## src/rtl/fp32_pkg.sv

```systemverilog
// Shared fp32 field constants, controller state encoding and operand classifiers
// for the iterative single-precision multiplier.
package fp32_pkg;

  localparam int EXP_W  = 8;
  localparam int FRAC_W = 23;
  localparam int SIG_W  = FRAC_W + 1;
  localparam int PROD_W = 2 * SIG_W;
  localparam int BIAS   = 127;

  localparam logic [31:0] QNAN = 32'h7FC0_0000;

  typedef enum logic [2:0] {
    S_IDLE   = 3'd0,
    S_UNPACK = 3'd1,
    S_MUL    = 3'd2,
    S_NORM   = 3'd3,
    S_ROUND  = 3'd4,
    S_DONE   = 3'd5
  } state_e;

  function automatic logic is_nan(input logic [31:0] x);
    return (x[30:23] == 8'hFF) && (x[22:0] != 23'd0);
  endfunction

  function automatic logic is_inf(input logic [31:0] x);
    return (x[30:23] == 8'hFF) && (x[22:0] == 23'd0);
  endfunction

  // Exponent field zero covers both true zero and flushed denormals.
  function automatic logic is_zero(input logic [31:0] x);
    return (x[30:23] == 8'h00);
  endfunction

endpackage

```

## src/rtl/fp32_sig_shift_add.sv

```systemverilog
// Iterative 24x24 significand multiplier: BITS_PER_CYCLE multiplier bits are
// folded into a 48-bit accumulator per cycle. done_o is high during the final
// iteration so the controller can leave its wait state on the same edge that
// writes the last partial product.
module fp32_sig_shift_add
  import fp32_pkg::*;
#(
  parameter int BITS_PER_CYCLE = 1
) (
  input  logic              clk,
  input  logic              rst_n,
  input  logic              start_i,
  input  logic [SIG_W-1:0]  a_i,
  input  logic [SIG_W-1:0]  b_i,
  output logic              done_o,
  output logic [PROD_W-1:0] prod_o
);

  localparam int ITERS = SIG_W / BITS_PER_CYCLE;

  if (!((BITS_PER_CYCLE == 1) || (BITS_PER_CYCLE == 2) ||
        (BITS_PER_CYCLE == 4) || (BITS_PER_CYCLE == 8))) begin : g_bad_bpc
    $error("fp32_sig_shift_add: BITS_PER_CYCLE must be 1, 2, 4 or 8");
  end

  logic [PROD_W-1:0] acc_q, acc_d;
  logic [PROD_W-1:0] mcand_q;
  logic [SIG_W-1:0]  mplier_q;
  logic [4:0]        cnt_q;
  logic              busy_q;
  logic              last;

  assign last   = busy_q && (cnt_q == 5'(ITERS - 1));
  assign done_o = last;
  assign prod_o = acc_q;

  // Sum of this iteration's partial products on top of the running accumulator.
  always_comb begin
    acc_d = acc_q;
    for (int j = 0; j < BITS_PER_CYCLE; j++) begin
      if (mplier_q[j]) acc_d = acc_d + (mcand_q << j);
    end
  end

  // Load operands on start, then shift multiplicand left / multiplier right each iteration.
  always_ff @(posedge clk or negedge rst_n) begin
    if (!rst_n) begin
      acc_q    <= '0;
      mcand_q  <= '0;
      mplier_q <= '0;
      cnt_q    <= '0;
      busy_q   <= 1'b0;
    end else if (start_i) begin
      acc_q    <= '0;
      mcand_q  <= {{(PROD_W - SIG_W){1'b0}}, a_i};
      mplier_q <= b_i;
      cnt_q    <= '0;
      busy_q   <= 1'b1;
    end else if (busy_q) begin
      acc_q    <= acc_d;
      mcand_q  <= mcand_q << BITS_PER_CYCLE;
      mplier_q <= mplier_q >> BITS_PER_CYCLE;
      cnt_q    <= cnt_q + 5'd1;
      if (last) busy_q <= 1'b0;
    end
  end

endmodule

```

## src/rtl/fp32_seq_multiplier.sv

```systemverilog
// Iterative IEEE-754 single-precision multiplier with valid/ready operand input
// and a held valid/ready result output. Denormal inputs flush to zero.
// Build option FP32_MUL_RNE_EN: when defined, round-to-nearest-even; otherwise
// the fraction is truncated (ROUND state still traversed, latency unchanged).
module fp32_seq_multiplier
  import fp32_pkg::*;
#(
  parameter int BITS_PER_CYCLE = 1
) (
  input  logic        clk,
  input  logic        rst_n,
  input  logic        in_valid_i,
  output logic        in_ready_o,
  input  logic [31:0] in1_i,
  input  logic [31:0] in2_i,
  output logic        out_valid_o,
  input  logic        out_ready_i,
  output logic [31:0] final_o,
  output logic [2:0]  exc_flags_o
);

  state_e                    state_q;
  logic                      in_ready_q, out_valid_q;
  logic [31:0]               final_q;
  logic [2:0]                flags_q;
  logic [31:0]               a_q, b_q;
  logic                      sign_q;
  logic signed [9:0]         exp_q;
  logic [FRAC_W-1:0]         frac_q;
  logic                      guard_q, sticky_q;

  logic                      special;
  logic [31:0]               spec_final;
  logic [2:0]                spec_flags;
  logic signed [9:0]         exp_sum;
  logic                      mul_start, mul_done;
  logic [PROD_W-1:0]         prod;
  logic [23:0]               rnd;
  logic signed [9:0]         exp_r;
  logic [34:0]               packed_res;

  assign in_ready_o  = in_ready_q;
  assign out_valid_o = out_valid_q;
  assign final_o     = final_q;
  assign exc_flags_o = flags_q;

  // Returns {carry, fraction}; carry set when the increment ripples out of the fraction.
  function automatic logic [23:0] round_frac(input logic [FRAC_W-1:0] frac,
                                             input logic guard, input logic sticky);
`ifdef FP32_MUL_RNE_EN
    logic inc;
    inc = guard & (sticky | frac[0]);
    return {1'b0, frac} + {23'd0, inc};
`else
    logic unused_gs;
    unused_gs = guard | sticky;
    return {1'b0, frac};
`endif
  endfunction

  // Saturates the biased exponent: returns {final[31:0], flags[2:0]}.
  function automatic logic [34:0] pack_result(input logic sign, input logic signed [9:0] e,
                                              input logic [FRAC_W-1:0] frac);
    if (e >= 10'sd255)    return {sign, 8'hFF, 23'd0, 3'b010};
    else if (e <= 10'sd0) return {sign, 31'd0, 3'b001};
    else                  return {sign, e[EXP_W-1:0], frac, 3'b000};
  endfunction

  // Operand classification and exponent sum for the UNPACK decision.
  always_comb begin
    spec_final = '0;
    spec_flags = '0;
    special    = 1'b0;
    if (is_nan(a_q) || is_nan(b_q) ||
        (is_inf(a_q) && is_zero(b_q)) || (is_zero(a_q) && is_inf(b_q))) begin
      special    = 1'b1;
      spec_final = QNAN;
      spec_flags = 3'b100;
    end else if (is_inf(a_q) || is_inf(b_q)) begin
      special    = 1'b1;
      spec_final = {a_q[31] ^ b_q[31], 8'hFF, 23'd0};
    end else if (is_zero(a_q) || is_zero(b_q)) begin
      special    = 1'b1;
      spec_final = {a_q[31] ^ b_q[31], 31'd0};
    end
    exp_sum = $signed({2'b00, a_q[30:23]}) + $signed({2'b00, b_q[30:23]}) - 10'(BIAS);
  end

  assign mul_start = (state_q == S_UNPACK) && !special;

  fp32_sig_shift_add #(
    .BITS_PER_CYCLE(BITS_PER_CYCLE)
  ) u_sig_mul (
    .clk     (clk),
    .rst_n   (rst_n),
    .start_i (mul_start),
    .a_i     ({1'b1, a_q[FRAC_W-1:0]}),
    .b_i     ({1'b1, b_q[FRAC_W-1:0]}),
    .done_o  (mul_done),
    .prod_o  (prod)
  );

  // Rounding and exponent adjust evaluated during the ROUND state.
  always_comb begin
    rnd        = round_frac(frac_q, guard_q, sticky_q);
    exp_r      = exp_q + $signed({9'd0, rnd[23]});
    packed_res = pack_result(sign_q, exp_r, rnd[FRAC_W-1:0]);
  end

  // Controller FSM with registered handshake, result and datapath state.
  always_ff @(posedge clk or negedge rst_n) begin
    if (!rst_n) begin
      state_q     <= S_IDLE;
      in_ready_q  <= 1'b1;
      out_valid_q <= 1'b0;
      final_q     <= '0;
      flags_q     <= '0;
      a_q         <= '0;
      b_q         <= '0;
      sign_q      <= 1'b0;
      exp_q       <= '0;
      frac_q      <= '0;
      guard_q     <= 1'b0;
      sticky_q    <= 1'b0;
    end else begin
      case (state_q)
        S_IDLE: begin
          if (in_valid_i && in_ready_q) begin
            a_q        <= in1_i;
            b_q        <= in2_i;
            in_ready_q <= 1'b0;
            state_q    <= S_UNPACK;
          end
        end
        S_UNPACK: begin
          sign_q <= a_q[31] ^ b_q[31];
          if (special) begin
            final_q     <= spec_final;
            flags_q     <= spec_flags;
            out_valid_q <= 1'b1;
            state_q     <= S_DONE;
          end else begin
            exp_q   <= exp_sum;
            state_q <= S_MUL;
          end
        end
        S_MUL: begin
          if (mul_done) state_q <= S_NORM;
        end
        S_NORM: begin
          if (prod[47]) begin
            frac_q   <= prod[46:24];
            guard_q  <= prod[23];
            sticky_q <= |prod[22:0];
            exp_q    <= exp_q + 10'sd1;
          end else begin
            frac_q   <= prod[45:23];
            guard_q  <= prod[22];
            sticky_q <= |prod[21:0];
          end
          state_q <= S_ROUND;
        end
        S_ROUND: begin
          final_q     <= packed_res[34:3];
          flags_q     <= packed_res[2:0];
          out_valid_q <= 1'b1;
          state_q     <= S_DONE;
        end
        S_DONE: begin
          if (out_ready_i) begin
            out_valid_q <= 1'b0;
            in_ready_q  <= 1'b1;
            state_q     <= S_IDLE;
          end
        end
        default: state_q <= S_IDLE;
      endcase
    end
  end

endmodule
```

## config.mk

```make
export PLATFORM = sky130hd
export DESIGN_NAME = fp32_seq_multiplier
export DESIGN_NICKNAME = d
export VERILOG_FILES = /design/src/rtl/fp32_pkg.sv /design/src/rtl/fp32_sig_shift_add.sv /design/src/rtl/fp32_seq_multiplier.sv
export SDC_FILE = /design/constraint.sdc
export NUM_CORES = 1
export LEC_CHECK = 0
export BUFFER_PORTS_ARGS = -buffer_cell sky130_fd_sc_hd__buf_2
export CORE_ASPECT_RATIO = 0.75
export CORE_UTILIZATION = 32
export CTS_BUF_LIST = sky130_fd_sc_hd__clkbuf_8
export CTS_CLUSTER_SIZE = 12
export DETAILED_ROUTE_END_ITERATION = 7
export PLACE_DENSITY = 0.58
export SETUP_SLACK_MARGIN = 0.5
export SYNTH_ARGS = -nofsm -noshare
export SYNTH_HDL_FRONTEND = slang
export SYNTH_SLANG_ARGS = --single-unit
```

## constraint.sdc

```tcl
create_clock -name clk -period 5.2 [get_ports clk]
set_input_delay 0.52 -clock clk [delete_from_list [all_inputs] [get_ports clk]]
set_output_delay 0.52 -clock clk [all_outputs]
set_load 0.1 [all_outputs]
```

==> Implementation_results.wiki, run 1 <==
{| class="wikitable"
! Metric !! Value
|-
| Run status || finished, final reports clean
|-
| Most crowded layer after global routing || met1
|-
| Total non-filler cell area in the finished layout || 16000 sq um
|-
| WL final || 33000 um
|-
| Half-perimeter wire length after detailed placement || 23200 um
|-
| Hold violation count in the final report || 0
|-
| Antenna diode count || 0
|-
| ANT nets after route || 0
|-
| Number of buffers created by CTS || 42
|-
| Fraction of final layout cells sized beyond drive strength 1 || 17.1%
|-
| Number of global-route vias before repair || 10200
|-
| Combined area of all synthesized cells || 14000 sq um
|-
| PostCTS Resize Cnt || 0
|-
| Final weighted congestion in routability-driven placement || 0.844
|-
| Final setup vio count || 0
|-
| Cell area after placement || 15100 sq um
|-
| Maximum resistive drop on vdd || 0.258 mV
|-
| Die area || 44800 sq um
|-
| Die height || 183 um
|-
| Combined global-route utilization of all metal layers || 14.8%
|-
| Biggest fanout along the worst timing path || 4
|-
| Maximum number of pins on one net before global-route repair || 117
|-
| Tightest Hold Check Type || in2async
|-
| Leading area contributor after synthesis || sky130_fd_sc_hd__dfrtp_1
|-
| Worst clock skew || 0.0236 ns
|-
| Starting Density || 32.4%
|-
| Crit path setup slack, layout || 1.59 ns
|-
| Launching point of the worst reg2reg path || u_sig_mul.mcand_q[0]
|-
| Share of Yosys cell area claimed by the top area cell type || 46.8%
|-
| Cells taking the most area after synthesis || sky130_fd_sc_hd__dfrtp_1 47%, sky130_fd_sc_hd__mux2i_1 7.1%, sky130_fd_sc_hd__ha_1 5.8%
|-
| Slew at the pin closest to its max-slew limit || 1.17 ns
|-
| GRT Residual Overflow || 0
|-
| Antenna violations before repair || 0
|-
| Number of cells produced by synthesis || 1432
|-
| TritonCTS clock tree || done
|-
| Synth Register Bits || 264
|-
| Root Buffer Master || sky130_fd_sc_hd__clkbuf_8
|-
| Number of slew-limit violations in the final report || 0
|-
| YS warnings || 0
|-
| Filler Cell Count || 4408
|-
| Met3 usage in global routing || 3.15%
|-
| Layout area overhead || 13.9%
|-
| Starting DRT DRC Count || 655
|-
| Die X || 244 um
|-
| Total number of nets in the final design || 1651
|-
| Worst setup path category || reg2reg
|-
| Tightest slew margin relative to the limit || 21.9%
|-
| Detailed-route DRC error count || 0
|-
| Routed via count divided by cell count || 5.05
|-
| Setup TNS after final layout || 0 ns
|-
| PwrDens || 587 nW/um^2
|-
| Wire length per cell after detailed routing || 15.5 um
|-
| Time the worst path needs with I/O delays and setup || 3.61 ns
|-
| Maximum root-to-sink buffer count || 3
|-
| Startpoint class of the critical path || flip-flop
|-
| Commonest cells in the netlist || 263 x sky130_fd_sc_hd__dfrtp_1, 199 x sky130_fd_sc_hd__nand2_1, 123 x sky130_fd_sc_hd__o21ai_0, 118 x sky130_fd_sc_hd__a21oi_1, 103 x sky130_fd_sc_hd__nor2_1
|-
| Placement-stage worst setup slack || 1.54 ns
|-
| First-pass DRT Iterations || 5
|-
| I/O Buffers || 104
|-
| Post-synthesis area per instance || 9.81 sq um
|-
| I/O pin total || 105
|-
| Worst setup startpoint || u_sig_mul.mcand_q[0]
|-
| Number of hold buffers added after cts || 0
|-
| Fmax || 277 MHz
|-
| Final hold slack || 0.0369 ns
|-
| Critical Path RT || 5.60 ns
|-
| Global-route met2 utilization || 19.6%
|-
| P_leak || 0.00792 uW
|-
| Crit. End Element || flip-flop
|-
| Number of nets produced by synthesis || 1567
|-
| Critical Path AT || 4.01 ns
|-
| Number of rows created at floorplan || 66
|-
| Routed via count || 10700
|-
| Clock latency on the worst-skew pair || 0.57 ns
|-
| Fraction of the cycle the final worst path needs || 69.4%
|-
| Core outline area || 43400 sq um
|-
| Most common flop cell mapped by yosys || sky130_fd_sc_hd__dfrtp_1
|-
| Post-Route Utilization || 36.9%
|-
| Count of cell types in the netlist || 60
|-
| Proportion of synthesized chip area in sequential cells || 47.0%
|-
| Clock transition at path regs || 0.06 ns
|-
| Unrepaired setup endpoints after global routing || no
|-
| Sinks on Clock Net || 264
|-
| Library cell with the highest instance count after synthesis || sky130_fd_sc_hd__dfrtp_1
|-
| FFs w/ async S/R, synth || 100%
|-
| Max-capacitance violation count || 0
|-
| Number of synthesized flops with an enable pin || 0
|-
| H-Tree Level Count || 2
|-
| Grt met1 use || 23.8%
|-
| First-pass GRT wire length || 54700 um
|-
| Post-CTS setup buffers || 0
|}
## cell usage in the layout (no fill, tap or decap), types with 31 or more instances in the layout
| master | netlist | layout |
|---|---|---|
| sky130_fd_sc_hd__buf_2 | 0 | 103 |
| sky130_fd_sc_hd__inv_1 | 29 | 39 |
| sky130_fd_sc_hd__o21ai_0 | 123 | 123 |
| sky130_fd_sc_hd__ha_1 | 65 | 65 |
| sky130_fd_sc_hd__xnor2_1 | 31 | 31 |
| sky130_fd_sc_hd__clkbuf_8 | 0 | 58 |
| sky130_fd_sc_hd__mux2_2 | 65 | 65 |
| sky130_fd_sc_hd__nor2_1 | 103 | 103 |
| sky130_fd_sc_hd__nand2_1 | 199 | 199 |
| sky130_fd_sc_hd__mux2i_1 | 99 | 99 |
| sky130_fd_sc_hd__a21oi_1 | 118 | 117 |
| sky130_fd_sc_hd__dfrtp_1 | 263 | 262 |
## layer usage
layer / vias to the layer above / share of wire [%]
met5: - / 0
met4: 0 / 1.7
met3: 51 / 5.4
met2: 234 / 38
met1: 5156 / 55
li1: 5287 / -
## flip-flops by register name (all words and copies together), names as in the netlist, 3 cells and up
| register | flops |
|---|---|
| b_q | 32 |
| u_sig_mul.cnt_q | 5 |
| frac_q | 23 |
| a_q | 32 |
| u_sig_mul.mcand_q | 48 |
| exc_flags_o | 3 |
| u_sig_mul.mplier_q | 24 |
| state_q | 3 |
| exp_q | 10 |
| final_o | 32 |
| u_sig_mul.prod_o | 48 |
## critical path: stages (launching register included)
cell and delay [ns]:
sky130_fd_sc_hd__dfrtp_1 0.36, sky130_fd_sc_hd__ha_1 0.20, sky130_fd_sc_hd__inv_1 0.06, sky130_fd_sc_hd__fa_1 0.38, sky130_fd_sc_hd__nand2b_1 0.18, sky130_fd_sc_hd__a21oi_1 0.18, sky130_fd_sc_hd__o21ai_0 0.25, sky130_fd_sc_hd__o21ai_0 0.47
sky130_fd_sc_hd__a21o_1 0.20, sky130_fd_sc_hd__a41oi_1 0.21, sky130_fd_sc_hd__o21ai_0 0.47, sky130_fd_sc_hd__o221ai_1 0.22, sky130_fd_sc_hd__xor2_1 0.17, sky130_fd_sc_hd__a21oi_1 0.08
## through the flow
| stage | std cells | total power, uW |
|---|---|---|
| 2_1_floorplan | 1432 | 6580 |
| 3_3_place_gp | 2050 | 7520 |
| 3_5_place_dp | 2050 | 7610 |
| 4_1_cts | 2126 | 9500 |
| 5_1_grt | 2126 | 10200 |
| 6_report | 2126 | 9390 |
## power by group
part | internal (uW) | switching [uW] | total (uW)
logic | 1470 | 2550 | 4020
registers | 2830 | 712 | 3550
clock network | 991 | 835 | 1830
## cell type report
type	count	area, sq um	share of cell area, %
clock buffer	58	798	4.99
multi-input combinational	1063	7060	44.1
inverter	29	109	0.680
timing repair buffer	116	621	3.88
sequential	264	6610	41.3
clock inverter	18	80.1	0.500
tap	578	723	4.52
## logic make-up (layout without fill, tap and decap cells)
family / after synthesis / after routing / share of synthesized area [%]
compound gates: 358 / 358 / 15.3
xor+xnor: 49 / 49 / 3.05
fa+ha+maj: 67 / 67 / 6.07
buf+inv: 105 / 221 / 2.81
flops: 264 / 264 / 47.0
mux: 164 / 164 / 12.3
simple gates: 425 / 425 / 13.5
## final timing paths
kind | end | slack [ns] | cells after the start
min in group clk | b_q[30] | 0.20 | 2
min reg2reg | frac_q[20] | 0.48 | 2
max in group asynchronous | u_sig_mul.mplier_q[10] | 3.97 | 2
max | u_sig_mul.prod_o[46] | 1.59 | 13
min | u_sig_mul.mcand_q[6] | 0.04 | 1
max reg2reg | u_sig_mul.prod_o[46] | 1.59 | 13
Note: power is estimated with default switching activity, not from simulation.
==> run 2, diff against run 1 <==
ABC_AREA = 1   (was not set)
PLACE_DENSITY = 0.59   (was 0.58)
clock period = 3.09 ns   (was 5.2 ns; I/O delays follow)
==> run 2 against run 1 <==
Net effect:
- setup slack lost 0.94 ns
- power grew 130%
- combinational power grew to 2.9 times the previous value
- design area grew 17%
- worst hold slack gained 0.0099 ns
- cell count grew 43%
- critical path depth shrank 1
- die area grew 13%
- core utilization grew 1.3 points
- maximum frequency grew 48%
- sequential cell count is the same
==> Implementation_results.wiki, run 2 <==
{| class="wikitable"
! Metric !! Value
|-
| Count of cell types in the netlist || 38 (-37%)
|-
| WL final || 45400 um (+38%)
|-
| Number of synthesized flops with an enable pin || 0 (unchanged)
|-
| Cells taking the most area after synthesis || sky130_fd_sc_hd__dfrtp_1 41%, sky130_fd_sc_hd__nand2_1 17%, sky130_fd_sc_hd__inv_1 6.6%
|-
| Slew at the pin closest to its max-slew limit || 0.791 ns (-0.380 ns)
|-
| Share of Yosys cell area claimed by the top area cell type || 41.3% (-5.6 points)
|-
| Core outline area || 49000 sq um (+13%)
|-
| Combined global-route utilization of all metal layers || 18.2% (+3.3 points)
|-
| Die height || 195 um (+6.5%)
|-
| Maximum number of pins on one net before global-route repair || 74 (-37%)
|-
| Wire length per cell after detailed routing || 15.0 um (-3.4%)
|-
| Run status || finished, final reports clean
|-
| Die X || 260 um (+6.5%)
|-
| Launching point of the worst reg2reg path || u_sig_mul.prod_o[36]
|-
| Routed via count divided by cell count || 4.76 (-5.7%)
|-
| Clock latency on the worst-skew pair || 0.59 ns (+0.02 ns)
|-
| Clock transition at path regs || 0.07 ns (about the same)
|-
| Commonest non-fill, non-tap cell in the layout || sky130_fd_sc_hd__nand2_1
|-
| Detailed-route DRC error count || 0 (unchanged)
|-
| Hold violation count in the final report || 0 (unchanged)
|-
| Half-perimeter wire length after detailed placement || 33700 um (+45%)
|-
| Max-capacitance violation count || 0 (unchanged)
|-
| P_leak || 0.00990 uW (+25%)
|-
| Number of cells produced by synthesis || 2182 (+52%)
|-
| Routed via count || 14400 (+34%)
|-
| Final standard cell count with taps included and fillers excluded || 3031 (+43%)
|-
| Most common flop cell mapped by yosys || sky130_fd_sc_hd__dfrtp_1
|-
| First-pass GRT wire length || 74400 um (+36%)
|-
| GRT Residual Overflow || 0 (unchanged)
|-
| Critical Path AT || 2.93 ns (-1.08 ns)
|-
| Worst setup path category || reg2reg
|-
| Fmax || 410 MHz (+48%)
|-
| Crit. End Element || flip-flop
|-
| Maximum root-to-sink buffer count || 3 (unchanged)
|-
| PwrDens || 1140 nW/um^2 (+95%)
|-
| Setup slack on the worst flop-to-flop path || 0.65 ns (-0.94 ns)
|-
| Die area || 50800 sq um (+13%)
|-
| Final weighted congestion in routability-driven placement || 0.988 (+17%)
|-
| TritonCTS clock tree || done
|-
| Number of rows created at floorplan || 70 (+6.1%)
|-
| Final setup vio count || 0 (unchanged)
|-
| Root Buffer Master || sky130_fd_sc_hd__clkbuf_8
|-
| Starting Density || 32.6% (+0.18 points)
|-
| Maximum resistive drop on vdd || 0.448 mV (+74%)
|-
| Combined area of all synthesized cells || 16000 sq um (+14%)
|-
| Commonest non-fill, non-tap cells in the layout || 705 x sky130_fd_sc_hd__nand2_1, 296 x sky130_fd_sc_hd__inv_1, 262 x sky130_fd_sc_hd__dfrtp_1
|-
| Commonest cells in the netlist || 705 x sky130_fd_sc_hd__nand2_1, 282 x sky130_fd_sc_hd__inv_1, 263 x sky130_fd_sc_hd__dfrtp_1, 210 x sky130_fd_sc_hd__nor2_1, 157 x sky130_fd_sc_hd__nand3_1
|-
| Biggest fanout along the worst timing path || 5 (+1)
|-
| Filler Cell Count || 5142 (+17%)
|-
| ANT nets after route || 0 (unchanged)
|-
| Antenna violations before repair || 2 (+2)
|-
| Synth Register Bits || 264 (unchanged)
|-
| Number of nets produced by synthesis || 2317 (+48%)
|-
| Hold Path Origin || in1_i[22]
|-
| Fraction of final layout cells sized beyond drive strength 1 || 12.4% (-4.6 points)
|-
| Number of buffers created by CTS || 44 (+4.8%)
|-
| Unrepaired setup endpoints after global routing || yes
|-
| Tightest slew margin relative to the limit || 47.3% (+25 points)
|-
| Starting DRT DRC Count || 1110 (+69%)
|-
| Sinks on Clock Net || 264 (unchanged)
|-
| Critical Path RT || 3.58 ns (-2.02 ns)
|-
| Proportion of synthesized chip area in sequential cells || 41.4% (-5.6 points)
|-
| Total number of nets in the final design || 2482 (+50%)
|-
| Setup TNS after final layout || 0 ns (unchanged)
|-
| First-pass DRT Iterations || 5 (unchanged)
|-
| I/O Buffers || 104 (unchanged)
|-
| Placed Instances || 2884 (+41%)
|-
| Leading area contributor after synthesis || sky130_fd_sc_hd__dfrtp_1
|-
| Startpoint class of the critical path || flip-flop
|-
| Time the worst path needs with I/O delays and setup || 2.44 ns (-1.17 ns)
|-
| I/O pin total || 105 (unchanged)
|-
| Worst setup startpoint || u_sig_mul.prod_o[36]
|-
| Library cell with the highest instance count after synthesis || sky130_fd_sc_hd__nand2_1
|-
| Layout area overhead || 17.2%
|-
| Number of slew-limit violations in the final report || 0 (unchanged)
|-
| H-Tree Level Count || 2 (unchanged)
|-
| YS warnings || 0 (unchanged)
|-
| Antenna diode count || 0 (unchanged)
|-
| Worst clock skew || 0.0256 ns (+0.00201 ns)
|-
| FFs w/ async S/R, synth || 100% (unchanged)
|-
| Tightest Hold Check Type || in2reg
|-
| Fraction of the cycle the final worst path needs || 78.9% (+9.5 points)
|-
| Number of global-route vias before repair || 13900 (+35%)
|-
| Post-synthesis area per instance || 7.31 sq um (-25%)
|}
==> run 2: cell count changes in the layout (fill, tap and decap cells not counted), sizes merged, moves of 9 or more <==
cell	delta
a22o	-25
mux2i	-99
nand2b	-9
nand2	+511
buf	+11
inv	+265
xnor2	-13
a21o	-22
nor2	+108
a21oi	-22
dlygate4sd3	+64
nor4	-17
nand3	+143
==> run 2: worst max-delay path: stages (launching register included) <==
cell	delay (ns)
sky130_fd_sc_hd__dfrtp_1	0.47
sky130_fd_sc_hd__ha_1	0.48
sky130_fd_sc_hd__nand2_1	0.11
sky130_fd_sc_hd__inv_1	0.08
sky130_fd_sc_hd__nand2_1	0.14
sky130_fd_sc_hd__nor3_2	0.34
sky130_fd_sc_hd__nand2_1	0.16
sky130_fd_sc_hd__nor2_1	0.11
sky130_fd_sc_hd__nand2_1	0.12
sky130_fd_sc_hd__nand4_1	0.12
sky130_fd_sc_hd__nand3_1	0.08
sky130_fd_sc_hd__nand2_1	0.09
sky130_fd_sc_hd__inv_1	0.03
==> run 2: final cells by class <==
| type | instances | area, sq um | share of cell area, % |
|---|---|---|---|
| multi-input combinational | 1558 | 7890 | 42.2 |
| sequential | 264 | 6610 | 35.3 |
| timing repair buffer | 191 | 1410 | 7.54 |
| inverter | 288 | 1090 | 5.81 |
| tap | 648 | 811 | 4.34 |
| clock buffer | 56 | 771 | 4.12 |
| clock inverter | 26 | 131 | 0.702 |
==> run 2: metal layers <==
layer	vias to the layer above	global-route usage (%)	share of wire (%)
li1	7250	-	-
met2	348	26.5	42
met1	6755	27.6	51
met3	62	3.62	6.2
met5	-	0	0.059
met4	4	3.40	1.4
==> run 2: stage by stage <==
stage	power, uW	area, sq um	hold WS, ns	util [%]	setup WS, ns
after floorplan	15100	16000	0.0134	-	1.09
after global placement	17900	17100	0.355	35.0	0.520
after detailed placement	18100	17100	0.353	35.0	0.565
after CTS	21400	18700	0.00563	38.1	0.551
after global routing	23400	18700	0.0483	38.2	0.490
final	21400	18700	0.0468	38.2	0.653
==> run 2: timing repair <==
| item | 4_1_cts | 5_1_grt |
|---|---|---|
| hold buffers | 64 | 0 |
| resized for setup | 0 | 10 |
| endpoints found under the setup margin | 0 | 69 |
| setup buffers | 0 | 1 |
| endpoints found under the hold margin | 130 | 0 |
==> run 2: cells by family (layout without fill, tap and decap cells) <==
kind of cell,after synthesis,count (layout),synth area share (%)
and+or+nand+nor,1152,1152,30.0
buffers and inverters,360,561,9.31
adders and majority gates,67,67,5.35
xor gates and xnor gates,31,31,1.70
AOI/OAI and AO/OA,250,250,8.16
DFF,264,264,41.4
muxes,58,58,4.09
==> run 2: final timing paths <==
path | cells after the start | to
worst max-delay path | 12 | u_sig_mul.prod_o[44]
worst min-delay path | 3 | a_q[22]
worst max register to register | 12 | u_sig_mul.prod_o[44]
worst min register to register | 2 | final_o[17]
max in group asynchronous | 3 | final_o[3]
min in group asynchronous | 2 | u_sig_mul.prod_o[29]
==> run 2: report_power, final <==
part           leakage (uW)  switching [uW]  internal, uW
combinational       0.00611            7930          3860
clock              0.000525            1540          1650
sequential          0.00326            1320          5110
total               0.00990           10800         10600
